===== src/rtl/msp_pkg.sv =====
// Shared definitions for the MSP430-style fetch and decode path.
// Opcode field constants and the source-extension rule live here.
package msp_pkg;

  typedef enum logic [1:0] {
    ST_REQ,
    ST_WAIT,
    ST_CAPTURE,
    ST_HOLD
  } fetch_state_t;

  localparam logic [2:0] OP_JMP  = 3'b001;
  localparam logic [5:0] OP_FMT2 = 6'b000100;
  localparam logic [1:0] AS_IDX  = 2'b01;
  localparam logic [1:0] AS_IMM  = 2'b11;
  localparam logic [3:0] REG_PC  = 4'd0;
  localparam logic [3:0] REG_CG  = 4'd3;

  // Indexed mode needs a word unless r3 makes it a constant;
  // @PC+ is an immediate and needs one too.
  function automatic logic src_ext(
    input logic [1:0] as_f,
    input logic [3:0] rs
  );
    return ((as_f == AS_IDX) && (rs != REG_CG)) ||
           ((as_f == AS_IMM) && (rs == REG_PC));
  endfunction

endpackage


===== src/rtl/msp_len_decode.sv =====
// Instruction length from the opcode word alone.
// Shared between fetch and the decoder.
module msp_len_decode
  import msp_pkg::*;
(
  input  logic [15:0] w,
  output logic [1:0]  len
);

  always_comb begin
    len = 2'd1;
    unique case (1'b1)
      (w[15:13] == OP_JMP):
        len = 2'd1;
      (w[15:10] == OP_FMT2):
        len = 2'd1 + {1'b0, src_ext(w[5:4], w[3:0])};
      (w[15:12] >= 4'd4):
        len = 2'd1 + {1'b0, src_ext(w[5:4], w[11:8])}
                   + {1'b0, w[7]};
      default:
        len = 2'd1;
    endcase
  end

endmodule


===== src/rtl/instr_fetch.sv =====
// Instruction fetch: one outstanding read, gathers up to three
// words and hands the whole instruction to decode via valid/ready.
module instr_fetch
  import msp_pkg::*;
#(
  parameter int          MEM_LAT  = 2,
  parameter logic [15:0] RESET_PC = 16'h0002
) (
  input  logic        CLK,
  input  logic        RST,
  output logic [15:0] PC_ADDR,
  output logic        PC_ENA,
  input  logic [15:0] MEM_DATA,
  input  logic        BR_VALID,
  input  logic [15:0] BR_TARGET,
  output logic        INSTR_VALID,
  input  logic        INSTR_READY,
  output logic [15:0] INSTR_WORD,
  output logic [15:0] INSTR_EXT1,
  output logic [15:0] INSTR_EXT2,
  output logic [1:0]  INSTR_LEN,
  output logic [15:0] INSTR_PC
);

  localparam logic [1:0] LAST_CNT = 2'(MEM_LAT - 1);

  fetch_state_t state_q, state_d;
  logic [1:0]  cnt_q, cnt_d;
  logic [1:0]  widx_q, widx_d;
  logic [15:0] pc_q, pc_d;
  logic [15:0] addr_q, addr_d;
  logic        ena_q, ena_d;
  logic        valid_q, valid_d;
  logic [15:0] word_q, word_d;
  logic [15:0] ext1_q, ext1_d;
  logic [15:0] ext2_q, ext2_d;
  logic [1:0]  len_q, len_d;
  logic [15:0] ipc_q, ipc_d;
  logic [1:0]  dec_len;
  logic [1:0]  cur_len;
  logic [15:0] br_pc;

  msp_len_decode u_len (
    .w   (MEM_DATA),
    .len (dec_len)
  );

  assign br_pc = BR_TARGET & 16'hFFFE;

  always_comb begin
    state_d = state_q;
    cnt_d   = cnt_q;
    widx_d  = widx_q;
    pc_d    = pc_q;
    addr_d  = addr_q;
    ena_d   = ena_q;
    valid_d = valid_q;
    word_d  = word_q;
    ext1_d  = ext1_q;
    ext2_d  = ext2_q;
    len_d   = len_q;
    ipc_d   = ipc_q;
    cur_len = (widx_q == 2'd0) ? dec_len : len_q;
    unique case (state_q)
      // REQ with the enable still low only happens right after reset
      ST_REQ: begin
        if (!ena_q) begin
          ena_d  = 1'b1;
          addr_d = pc_q;
        end else begin
          cnt_d   = 2'd1;
          state_d = (MEM_LAT == 1) ? ST_CAPTURE : ST_WAIT;
        end
      end
      ST_WAIT: begin
        if (cnt_q >= LAST_CNT) state_d = ST_CAPTURE;
        else cnt_d = cnt_q + 2'd1;
      end
      ST_CAPTURE: begin
        pc_d = pc_q + 16'd2;
        unique case (widx_q)
          2'd0: begin
            word_d = MEM_DATA;
            ext1_d = 16'h0000;
            ext2_d = 16'h0000;
            len_d  = dec_len;
            ipc_d  = pc_q;
          end
          2'd1:    ext1_d = MEM_DATA;
          default: ext2_d = MEM_DATA;
        endcase
        if ((widx_q + 2'd1) == cur_len) begin
          state_d = ST_HOLD;
          ena_d   = 1'b0;
          valid_d = 1'b1;
          widx_d  = 2'd0;
        end else begin
          state_d = ST_REQ;
          addr_d  = pc_q + 16'd2;
          widx_d  = widx_q + 2'd1;
        end
      end
      ST_HOLD: begin
        if (INSTR_READY) begin
          valid_d = 1'b0;
          state_d = ST_REQ;
          ena_d   = 1'b1;
          addr_d  = pc_q;
        end
      end
      default: ;
    endcase
    if (BR_VALID) begin
      state_d = ST_REQ;
      pc_d    = br_pc;
      addr_d  = br_pc;
      ena_d   = 1'b1;
      valid_d = 1'b0;
      widx_d  = 2'd0;
      cnt_d   = 2'd0;
    end
  end

  always_ff @(posedge CLK) begin
    if (RST) begin
      state_q <= ST_REQ;
      cnt_q   <= 2'd0;
      widx_q  <= 2'd0;
      pc_q    <= RESET_PC & 16'hFFFE;
      addr_q  <= 16'h0000;
      ena_q   <= 1'b0;
      valid_q <= 1'b0;
      word_q  <= 16'h0000;
      ext1_q  <= 16'h0000;
      ext2_q  <= 16'h0000;
      len_q   <= 2'd0;
      ipc_q   <= 16'h0000;
    end else begin
      state_q <= state_d;
      cnt_q   <= cnt_d;
      widx_q  <= widx_d;
      pc_q    <= pc_d;
      addr_q  <= addr_d;
      ena_q   <= ena_d;
      valid_q <= valid_d;
      word_q  <= word_d;
      ext1_q  <= ext1_d;
      ext2_q  <= ext2_d;
      len_q   <= len_d;
      ipc_q   <= ipc_d;
    end
  end

  assign PC_ADDR     = addr_q;
  assign PC_ENA      = ena_q;
  assign INSTR_VALID = valid_q;
  assign INSTR_WORD  = word_q;
  assign INSTR_EXT1  = ext1_q;
  assign INSTR_EXT2  = ext2_q;
  assign INSTR_LEN   = len_q;
  assign INSTR_PC    = ipc_q;

endmodule

===== config.mk =====
export PLATFORM = sky130hd
export DESIGN_NAME = instr_fetch
export DESIGN_NICKNAME = d
export VERILOG_FILES = /design/src/rtl/msp_pkg.sv /design/src/rtl/msp_len_decode.sv /design/src/rtl/instr_fetch.sv
export SDC_FILE = /design/constraint.sdc
export NUM_CORES = 1
export LEC_CHECK = 0
export BUFFER_PORTS_ARGS = -buffer_cell sky130_fd_sc_hd__buf_2
export CAP_MARGIN = 20
export CORE_MARGIN = 1
export CORE_UTILIZATION = 52
export CTS_CLUSTER_SIZE = 40
export DETAILED_ROUTE_END_ITERATION = 10
export GPL_TIMING_DRIVEN = 0
export PLACE_DENSITY_LB_ADDON = 0.3
export SLEW_MARGIN = 40
export SYNTH_ARGS = -nofsm -noshare
export SYNTH_HDL_FRONTEND = slang
export SYNTH_SLANG_ARGS = --single-unit

===== constraint.sdc =====
create_clock -name CLK -period 2.9 [get_ports CLK]
set_input_delay 0.58 -clock CLK [delete_from_list [all_inputs] [get_ports CLK]]
set_output_delay 0.58 -clock CLK [all_outputs]
set_load 0.1 [all_outputs]

* Word level (Yosys, flattened, before mapping)
Index checks and enable logic that the tools add are counted.
** Cells by class
- Equality and inequality tests :: 21
- Add/subtract/negate cells :: 6
- Bitwise logic cells :: 1
- $lt $le $gt $ge :: 2
- Multiplexer cells :: 26
- Reduce and logical (&&, ||, !) cells :: 26
** Operators with widths (number)
- two-way mux 16 bit :: 6
- case mux 16 bit (2 select lines) :: 2
- case mux 16 bit (3 select lines) :: 1
- adder 16 x 2 -> 16 bit, second input constant :: 1
- two-way mux 2 bit :: 7
- inequality test 2 bit, second input constant :: 7
- inequality test 3 bit, second input constant :: 4
- AND reduction 3 bit :: 4
- zero test 4 bit :: 2
- inequality test 4 x 2 -> 1 bit, second input constant :: 2
- case mux 2 bit (2 select lines) :: 2
- case mux 2 bit (4 select lines) :: 1
- AND reduction 4 bit :: 2
- nonzero test 2 bit :: 4
- == test 2 x 1 -> 1 bit, second input constant :: 3
- == test 2 bit, second input constant :: 3
- == test 6 x 3 -> 1 bit, second input constant :: 1
- AND reduction 2 bit :: 3
- two-way mux 1 bit :: 5
- adder 1 x 1 -> 2 bit, first input constant :: 2
- adder 2 x 1 -> 2 bit, second input constant :: 2
- greater-or-equal comparator 4 x 3 -> 1 bit, second input constant :: 1
- logical AND 1 bit :: 4
- zero test 2 bit :: 2
- other kinds (10) :: 11
** Word-level totals
- Register bits after elaboration :: 106
- Word-level logic and storage cells :: 96
- Output and inout port bits :: 84

* Logic depth before layout (Yosys ltp)
Gate-level depths: netlist of the first run.
- Word-level depth :: 11
- Depth in mapped cells :: 12
- Gate-level depth less buffers :: 11

* By module
A second synthesis of the first run with hierarchy kept.
** Unflattened totals
- Cell total of the unflattened synthesis :: 519
- Area, all modules :: 4342.9 µm²
** By module, submodules not included
- instr_fetch :: instances 1, seq. area each 2062.0 µm², cells an instance 502, area each 4231.6 µm²
- msp_len_decode :: instances 1, seq. area each 0.0 µm², cells an instance 17, area each 111.4 µm²

* Least setup slack after synthesis of the first run
No wires, ideal clock.
- Path kind :: in2reg
- From :: input port MEM_DATA[9]
- To :: register addr_q[11] (netlist: PC_ADDR[11])
- Stages :: 11
- Path slack :: 251 ps
- Buffers on the path :: 1
- Required time :: 2768 ps
- Arrival :: 2517 ps
- Cell sequence :: or3_1 > a21oi_1 > o21ai_0 > ha_1 > o21ai_0 > a211oi_1 > a311o_2 > a31o_1 > buf_6 > nand3b_1 > o31ai_2
** Between the ends
- Cells in the longest elaborated chain, start to end :: 10
** RTL lines
- from (decl) :: line instr_fetch.sv:13 : input logic [15:0] MEM_DATA,
- inequality test 4 x 2 -> 1 bit or zero test 4 bit (tied branches) :: line msp_pkg.sv:25, msp_pkg.sv:26
- logical AND 1 bit, on equally long branches :: line msp_pkg.sv:25, msp_pkg.sv:26
- logical OR 1 bit (*) :: line msp_pkg.sv:25 : return ((as_f == AS_IDX) && (rs != REG_CG)) ||
- adder 1 x 1 -> 2 bit (*) :: line msp_len_decode.sv:18 : len = 2'd1 + {1'b0, src_ext(w[5:4], w[11:8])}
- adder 2 x 1 -> 2 bit (*) :: line msp_len_decode.sv:19 : + {1'b0, w[7]};
- case mux 2 bit (2 select lines) (*) :: line msp_len_decode.sv:12 : unique case (1'b1)
- two-way mux 2 bit (*)
- == test 2 bit (*) :: line instr_fetch.sv:92 : if ((widx_q + 2'd1) == cur_len) begin
- inequality test 3 bit (no source line) (*)
- AND reduction 4 bit (no source line) (*)
- to (signal assigned) :: line instr_fetch.sv:143 : addr_q <= addr_d;
- to (decl) :: line instr_fetch.sv:31 : logic [15:0] addr_q, addr_d;
Mark *: on every way between the ends. The rest lies on a longest branch, timed or not.
A chain may end at the register's enable or synchronous reset.

* Worst setup path after layout of the first run
- From :: input port MEM_DATA[9]
- To :: register addr_q[3] (netlist: PC_ADDR[3])
Same word-level chain as after synthesis.

==> out/metrics.cfg, run 1 <==
[synth]
synth_top_area_share_pct=47.58
synthTopCellsByArea=dfxtp_1 (48%), a21oi_1 (8.1%), nand2_1 (7.3%), nor2_1 (6.2%), nor3b_1 (3.5%)
synth_compound_area_share_pct=19.02
yosys_warnings=0
synth_area_leader_cell=dfxtp_1
synth_common_cells=dfxtp_1 (103), nand2_1 (84), nor2_1 (72)
synth.cell_area_um2=4334
ys_types=43
synth_fa_ha_area_share_pct=2.598
synth-simple-area-share_pct=22.06
synth_edf_count=0
ys_ff_latch=103
ys_seq_area_share_pct=47.58
synthXorXnorAreaFrac_pct=2.829
synth_top_family_by_area=simple AND/OR/NAND/NOR gates
synth.most_common_cell=dfxtp_1
synthFlopType=dfxtp_1
async_flop_share_pct=0
syn_inst=521
muxShareOfSynthArea_pct=1.155
syn_area_per_cell_um2=8.319

[timing]
slew_violations=0
fmax_ghz=0.3653
hold_violations=0
setup_ws_ns=0.1623
relSlewSlack_pct=59.36
rsz0062_at_grt=false
finalCriticalPeriod_ns=2.738
tightest_slew_ns=0.6049
setup_viol=0
period_share_pct=94.40
finalClockSkew_ns=0.01180

[clock_tree]
cts_resized=0
h-tree-depth=3
root_buffer=clkbuf_8
clockBufferDepth=2
cts_buffers=9
path_clk_slew_ns=0.10
tritoncts=built
numClockSinks=103
hold_buffers=0
postCtsSetupBuffers=0
clk-insertion-delay-late_ns=0.36

[setup_path]
cp-end-kind=register
cp_slowest_cell=a311o_2
required_ns=3.19
start_kind=primary input
slowest_delay_ns=0.40
arrival_ns=3.03
critPathMaxFanout=10
crit_type=primary input to register
cp_common_cell=o21ai_0
crit_chain=buf_2 -> or3_1 -> a21oi_1 -> o21ai_0 -> ha_1 -> o21ai_0 -> a211oi_1 -> a311o_2 -> a31oi_4 -> buf_6 -> nand2_1 -> o21ai_1
r2r_setup_slack_ns=0.32

[grt]
grt_first_pass_wirelength_um=18450
grt-busiest-layer=met2
gr-usage-met2_pct=43.20
grtUsageMet1_pct=35.14
grt_pass1_vias=3899
grt-ovfl-total=0
grt_antenna_before_repair=0
grt_usage_pct=26.87
grtUsageMet3_pct=6.098
grt_max_degree=18

[place]
post-dp-hpwl_um=8450
preCtsSetupSlack_ns=-0.1917
dp_cells=739
gp_congestion=0.8240
io_buffers=115
placed_area_um2=5041

[floorplanning]
dieArea_um2=8704
initial_core_util_pct=54.95
boundaryPins=120
die_y_um=93.30
core_um2=7888
row_count=32
fp.dieW_um=93.30

[min_path]
min_path_type=register to register

[routing]
ant_nets=0
firstDrtPassIters=6
drc_errors=0
avgRoutedWirePerCell_um=15.03
dr_total_vias=4189
viasPerCell=5.548
wl_um=11350
drt_iter0_markers=285

[cells_and_area]
finalInstanceArea_um2=5239
final_nets=693
drive_gt1_share_pct=22.21
finalNonFillerCells=755
fillers=671
antennaDiodeCount=0
area_delta_synth_final_pct=20.87
final_core_util_pct=66.42

[power_and_ir_drop]
p_leak_nw=2.234
power.density_nw_per_um2=537.5
max-vdd-ir-drop_uv=460.3

[status]
status=complete, no violations

[run]
cap_violations=0

per-stage QoR:
step	setup TNS, ns	power (mW)	hold slack (ns)
after global routing	0	2.915	0.4700
after global placement	-1.797	1.925	0.4407
after detailed placement	-2.719	1.933	0.4461
after floorplan	0	1.827	0.4444
after CTS	0	2.818	0.4591
final	0	2.816	0.4577
sequential cells by signal, indices dropped and copies added, names as in the netlist:
signal	flops
PC_ENA	1
widx_q	2
INSTR_WORD	16
INSTR_LEN	2
pc_q	15
INSTR_EXT2	16
INSTR_PC	15
INSTR_EXT1	16
cnt_q	2
state_q	2
PC_ADDR	15
INSTR_VALID	1
final timing paths:
path | startpoint | endpoint | depth (start not counted)
max | MEM_DATA[9] | PC_ADDR[3] | 12
min | INSTR_PC[8] | INSTR_PC[8] | 2
max reg2reg | widx_q[0] | PC_ADDR[3] | 10
min reg2reg | INSTR_PC[8] | INSTR_PC[8] | 2
worst max-delay path: cells and delay by family:
kind	cells	cell delay, ns
adders and majority gates	1	0.20
buffers and inverters	2	0.32
AOI/OAI and AO/OA	7	1.49
and+or+nand+nor	2	0.42
final cells by class:
| cell class | count | area, µm² | share of cell area (%) |
|---|---|---|---|
| multi-input combinational | 371 | 2073 | 39.57 |
| timing repair buffer | 115 | 575.6 | 10.99 |
| inverter | 14 | 52.55 | 1.003 |
| buffer | 34 | 150.1 | 2.866 |
| tap | 102 | 127.6 | 2.436 |
| clock buffer | 10 | 127.6 | 2.436 |
| sequential | 103 | 2062 | 39.36 |
| clock inverter | 6 | 70.07 | 1.337 |
placed cells by master, fill, tap and decap left out, types with 5 or more instances in the layout:
cell	n
a21o_1	5
a21oi_1	70
a22oi_1	17
buf_2	115
clkbuf_1	28
clkbuf_8	9
dfxtp_1	103
ha_1	9
inv_1	14
mux2i_1	5
nand2_1	84
nand2b_1	7
nand3_1	7
nand3b_1	5
nand4_1	5
nor2_1	72
nor3b_1	20
o21ai_0	12
xnor2_1	5
xor2_1	9
power breakdown:
group | total, mW | switching (mW) | leakage [nW] | internal (mW)
clock network | 0.911 | 0.505 | 0.0944 | 0.406
logic | 0.427 | 0.322 | 1.30 | 0.105
registers | 1.48 | 0.0288 | 0.836 | 1.45
total | 2.82 | 0.855 | 2.23 | 1.96
cell families after synthesis:
kind of cell,after synthesis
simple gates,212
compound gates,129
flops,103
buf+inv,48
xor+xnor,14
fa+ha+maj,9
mux,5
other cells,1
routing by layer:
layer | part of all wire, % | vias to the layer above
li1 | - | 2013
met1 | 44 | 1993
met2 | 47 | 164
met3 | 7.5 | 19
met4 | 2.1 | 0
met5 | 0 | -
No activity file was read; power rests on OpenSTA's default activity.
==> run 2: changes to the inputs <==
REMOVE_ABC_BUFFERS = 1   (was unset)
==> run 2 against run 1 <==
  * Setup slack better by 0.063 ns
  * Via count down 6.7%
  * Global-route usage down 2.0 points
  * Final area up 0.48%
  * Highest routed layer unchanged
  * Fmax up 2.4%
==> out/metrics.cfg, run 2 (synthesis results as in run 1) <==
[grt]
grt_pass1_vias=3760  ; -3.6%
grt_usage_pct=24.89  ; -2.0 points
grt_max_degree=73  ; +55
grt_first_pass_wirelength_um=17130  ; -7.1%
grt-ovfl-total=0  ; unchanged
grt_antenna_before_repair=0  ; unchanged

[setup_path]
arrival_ns=2.94  ; -0.09 ns
crit_family=simple AND/OR/NAND/NOR gates
critPathMaxFanout=15  ; +5
start_kind=register
required_ns=3.16  ; -0.03 ns
cp_num_buf_inv=1  ; -1
cp_slowest_cell=ha_1
crit_type=register to register
cp-end-kind=register
crit_chain=inv_1 -> ha_1 -> nand4_1 -> nor3_1 -> nand3_1 -> xnor2_1 -> mux2i_1 -> nor2_1 -> a21o_1
slowest_delay_ns=0.58  ; +0.18 ns

[routing]
viasPerCell=5.392  ; -2.8%
ant_nets=0  ; unchanged
firstDrtPassIters=5  ; -1
wl_um=10430  ; -8.1%
drt_iter0_markers=178  ; -38%
dr_total_vias=3909  ; -6.7%
avgRoutedWirePerCell_um=14.39  ; -4.2%
drc_errors=0  ; unchanged

[clock_tree]
tritoncts=built
root_buffer=clkbuf_8
path_clk_slew_ns=0.10  ; about the same
cts_buffers=9  ; unchanged
hold_buffers=0  ; unchanged
clockBufferDepth=2  ; unchanged
numClockSinks=103  ; unchanged
h-tree-depth=3  ; unchanged
clk-insertion-delay-late_ns=0.36  ; about the same

[power_and_ir_drop]
clockPowerShare_pct=36.5  ; +4.2 points
switching_share_pct=28.38  ; -2.0 points
internal_power_mw=2.140  ; +9.2%
p_leak_nw=2.252  ; +0.81%
power.density_nw_per_um2=567.7  ; +5.6%
p_comb_share_pct=14.2  ; -1.0 points
power.sequential.fraction_pct=49.4  ; -3.1 points
max-vdd-ir-drop_uv=313.9  ; -32%
p_sw_uw=848.0  ; -0.86%

[timing]
setup_viol=0  ; unchanged
final.setup.tns_ns=0  ; unchanged
period_share_pct=92.22  ; -2.2 points
fmax_ghz=0.3739  ; +2.4%
tightest_slew_ns=0.7590  ; +0.1540 ns
slew_violations=0  ; unchanged
hold_violations=0  ; unchanged
hold_slack_ns=0.4529  ; -0.004827 ns
finalClockSkew_ns=0.01202  ; +0.0002175 ns
rsz0062_at_grt=false
relSlewSlack_pct=49.35  ; -10 points
finalCriticalPeriod_ns=2.674  ; -0.06343 ns

[floorplanning]
dieArea_um2=8704  ; unchanged
fp.dieW_um=93.30  ; unchanged
die_y_um=93.30  ; unchanged
row_count=32  ; unchanged
initial_core_util_pct=54.95  ; unchanged
boundaryPins=120  ; unchanged
core_um2=7888  ; unchanged

[cells_and_area]
final_nets=663  ; -4.3%
drive_gt1_share_pct=24.40  ; +2.2 points
finalNonFillerCells=725  ; -4.0%
area_delta_synth_final_pct=21.45
antennaDiodeCount=0  ; unchanged
fillers=698  ; +4.0%
final_core_util_pct=66.74  ; +0.32 points
final_common_cell=buf_2
final_cell_mix=buf_2 (115), dfxtp_1 (103), nand2_1 (83)

[place]
gp_congestion=0.8496  ; +3.1%
post-dp-hpwl_um=7041  ; -17%
dp_cells=708  ; -4.2%
io_buffers=116  ; +0.87%

[run]
cap_violations=0  ; unchanged

[status]
status=complete, no violations

[min_path]
min_path_type=register to register

run 2: power groups by stage:
stage | Combinational (mW) | Sequential (mW) | Clock [mW]
after global routing | 0.453 | 1.48 | 1.16
final | 0.423 | 1.48 | 1.09
after floorplan | 0.138 | 1.66 | 0
after CTS | 0.413 | 1.48 | 1.11
after detailed placement | 0.410 | 1.51 | 0
after global placement | 0.396 | 1.51 | 0
run 2: worst min-delay path: cells and delay by family (launching register included):
| family | cells | cell delay [ns] |
|---|---|---|
| AO/OA/AOI/OAI | 1 | 0.05 |
| AND/OR/NAND/NOR | 1 | 0.05 |
| flip-flops | 1 | 0.32 |
run 2: worst paths after layout:
kind                                endpoint  slack (ns)  depth (start not counted)          from
worst max-delay path             PC_ADDR[14]        0.23                          9    state_q[0]
worst min-delay path            INSTR_PC[11]        0.45                          2  INSTR_PC[11]
worst max register to register   PC_ADDR[14]        0.23                          9    state_q[0]
worst min register to register  INSTR_PC[11]        0.45                          2  INSTR_PC[11]
run 2: stage by stage:
step	instance area [µm²]	setup slack, ns	total power, mW
5_1_grt	5264	0.003128	3.092
2_1_floorplan	4188	-0.1334	1.795
6_report	5264	0.2257	2.988
3_5_place_dp	4975	-0.3068	1.918
4_1_cts	5224	0.05104	2.996
3_3_place_gp	4896	-1.846	1.903
run 2: cell type report:
cell class                 count  area, µm²  share of cell area, %
multi-input combinational    371       2111                  40.10
sequential                   103       2062                  39.17
timing repair buffer         119      661.9                  12.57
tap                          102      127.6                  2.425
clock inverter                 7      125.1                  2.377
clock buffer                   9      123.9                  2.353
inverter                      14      52.55                 0.9983
run 2: timing repair:
action / CTS / global route
setup buffers: 0 / 1
gates resized for setup: 0 / 4
endpoints found under the setup margin: 0 / 15
run 2: metal layers:
metal  up-vias  share of wire [%]  global-route usage (%)
li1       1961                  -                       -
met2       114                 47                   41.67
met5         -                  0                       0
met4         0                2.2                   10.00
met3        22                5.1                   5.203
met1      1812                 45                   31.21
==> run 3: changes to the inputs <==
RECOVER_POWER = 25   (was unset)
==> run 3 against run 2 <==
  * Worst hold slack improved by 0.0039 ns
  * Fmax up 0.18%
  * Clock power hardly changed
  * Utilization fell by 0.70 points
  * Via count rose by 0.36%
  * Power is 0.12% lower
  * Die area unchanged
  * Flip-flop and latch count unchanged
  * Register-to-register slack barely moved
  * Clock-buffer cell count unchanged
  * First-iteration DRC count down 2.8%
  * Critical endpoint unchanged
==> out/metrics.cfg, run 3 (synthesis results as in run 1) <==
[timing]
slew_violations=0  ; unchanged
finalCriticalPeriod_ns=2.670  ; -0.004711 ns
rsz0062_at_grt=false
setup_ws_ns=0.2304  ; +0.004711 ns
final.setup.tns_ns=0  ; unchanged
period_share_pct=92.05  ; -0.16 points
tightest_slew_ns=1.223  ; +0.4640 ns
fmax_ghz=0.3746  ; +0.18%
hold_violations=0  ; unchanged
setup_viol=0  ; unchanged
relSlewSlack_pct=18.82  ; -31 points
finalClockSkew_ns=0.01289  ; +0.0008718 ns

[setup_path]
crit_chain=inv_1 -> ha_1 -> nand4_1 -> nor3_1 -> nand3_1 -> xnor2_1 -> mux2i_1 -> nor2_1 -> a21o_1
start_kind=register
r2r_start=state_q[0]
crit_family=simple AND/OR/NAND/NOR gates
cp.depth=9  ; unchanged
cp_slowest_cell=ha_1
r2r_setup_slack_ns=0.23  ; about the same
endpoint=PC_ADDR[14]
slowest_delay_ns=0.58  ; about the same
cp-end-kind=register
cp_num_buf_inv=1  ; unchanged
crit_type=register to register
arrival_ns=2.93  ; about the same
r2r-end=PC_ADDR[14]
required_ns=3.16  ; about the same
reg2reg_depth=9  ; unchanged
critPathMaxFanout=15  ; unchanged
cp-startpoint=state_q[0]

[floorplanning]
initial_core_util_pct=54.95  ; unchanged
row_count=32  ; unchanged
fp.dieW_um=93.30  ; unchanged
dieArea_um2=8704  ; unchanged
core_um2=7888  ; unchanged
die_y_um=93.30  ; unchanged
boundaryPins=120  ; unchanged

[clock_tree]
hold_buffers=0  ; unchanged
h-tree-depth=3  ; unchanged
numClockSinks=103  ; unchanged
tritoncts=built
clk-insertion-delay-late_ns=0.36  ; about the same
path_clk_slew_ns=0.10  ; about the same
root_buffer=clkbuf_8
cts_buffers=9  ; unchanged
clockBufferDepth=2  ; unchanged

[grt]
grt_max_degree=73  ; unchanged
grt-ovfl-total=0  ; unchanged
grt_usage_pct=24.89  ; unchanged
grt_antenna_before_repair=0  ; unchanged
grt_first_pass_wirelength_um=17130  ; unchanged
grt_pass1_vias=3760  ; unchanged

[cells_and_area]
register_area_um2=2062  ; unchanged
fillers=720  ; +3.2%
area_delta_synth_final_pct=20.18
antennaDiodeCount=0  ; unchanged
final_cell_mix=dfxtp_1 (103), nand2_1 (83), buf_2 (71)
finalInstanceArea_um2=5209  ; -1.0%
final_core_util_pct=66.04  ; -0.70 points
drive_gt1_share_pct=17.34  ; -7.1 points
final_common_cell=dfxtp_1
multi_input_area_um2=2111  ; unchanged
final_nets=663  ; unchanged

[power_and_ir_drop]
internal_power_mw=2.136  ; -0.19%
power.density_nw_per_um2=573.0  ; +0.93%
power.sequential.fraction_pct=49.5  ; about the same
p_leak_nw=2.063  ; -8.4%
p_sw_uw=848.4  ; about the same
max-vdd-ir-drop_uv=310.4  ; -1.1%
clockPowerShare_pct=36.5  ; about the same
p_comb_share_pct=14.0  ; -0.2 points
switching_share_pct=28.43  ; +0.049 points

[routing]
ant_nets=0  ; unchanged
avgRoutedWirePerCell_um=14.50  ; +0.72%
drc_errors=0  ; unchanged
firstDrtPassIters=5  ; unchanged
drt_iter0_markers=173  ; -2.8%
dr_total_vias=3923  ; +0.36%
wl_um=10510  ; +0.72%
viasPerCell=5.411  ; +0.36%

[status]
status=complete, no violations

[place]
io_buffers=116  ; unchanged
post-dp-hpwl_um=7041  ; unchanged
gp_congestion=0.8496  ; unchanged
placed_area_um2=4975  ; unchanged
preCtsSetupSlack_ns=-0.3068  ; unchanged

[run]
cap_violations=0  ; unchanged

[min_path]
min_path_type=register to register

-- run 3: cell count changes in the layout (fill, tap and decap cells not counted), sizes merged --
| cell | change |
|---|---|
| buf | -44 |
| clkbuf | +44 |
-- run 3: worst min-delay path by stage --
| stage | from | end | slack [ns] | cells past startpoint |
|---|---|---|---|---|
| 2_1_floorplan | pc_q[15] | INSTR_PC[15] | 0.44 | 2 |
| 3_3_place_gp | PC_ADDR[1] | PC_ADDR[1] | 0.44 | 2 |
| 3_5_place_dp | INSTR_PC[11] | INSTR_PC[11] | 0.44 | 2 |
| 4_1_cts | INSTR_PC[11] | INSTR_PC[11] | 0.46 | 2 |
| 5_1_grt | MEM_DATA[7] | INSTR_WORD[7] | 0.46 | 3 |
| 6_report | INSTR_PC[11] | INSTR_PC[11] | 0.46 | 2 |
-- run 3: power by group through the flow --
| stage | combinational [mW] | sequential [mW] | clock [mW] |
|---|---|---|---|
| final | 0.419 | 1.48 | 1.09 |
| after global routing | 0.449 | 1.48 | 1.16 |
| after CTS | 0.413 | 1.48 | 1.11 |
| after detailed placement | 0.410 | 1.51 | 0 |
| after global placement | 0.396 | 1.51 | 0 |
| after floorplan | 0.138 | 1.66 | 0 |
-- run 3: layout make-up --
cell class / count / area share [%]
Timing Repair Buffer: 119 / 11.65
Clock inverter: 7 / 2.402
Clock buffer: 9 / 2.378
Multi-Input combinational cell: 371 / 40.52
Inverter: 14 / 1.009
Sequential cell: 103 / 39.59
Tap cell: 102 / 2.450
-- run 3: worst min-delay path, cell delays in order (launching register included) --
cell     delay (ns)
dfxtp_1        0.32
nand2_1        0.05
a21oi_1        0.05
-- run 3: metrics by stage --
stage / hold slack [ns] / total power, mW / cells
after floorplan: 0.4383 / 1.795 / 488
after global placement: 0.4382 / 1.903 / 706
after detailed placement: 0.4430 / 1.918 / 708
after CTS: 0.4574 / 2.996 / 724
after global routing: 0.4611 / 3.089 / 725
final: 0.4567 / 2.984 / 725
-- run 3: layer usage --
metal | GRT usage (%) | routed length [µm] | up-vias
met5 | 0 | 0 | -
met4 | 10.00 | 225 | 0
met3 | 5.203 | 630 | 22
met2 | 41.67 | 4950 | 133
met1 | 31.21 | 4704 | 1807
li1 | - | - | 1961
-- run 3: repair_timing --
action	in CTS	in global routing
buffers inserted	0	1
endpoints found under the setup margin	0	15
gates resized for setup	0	4
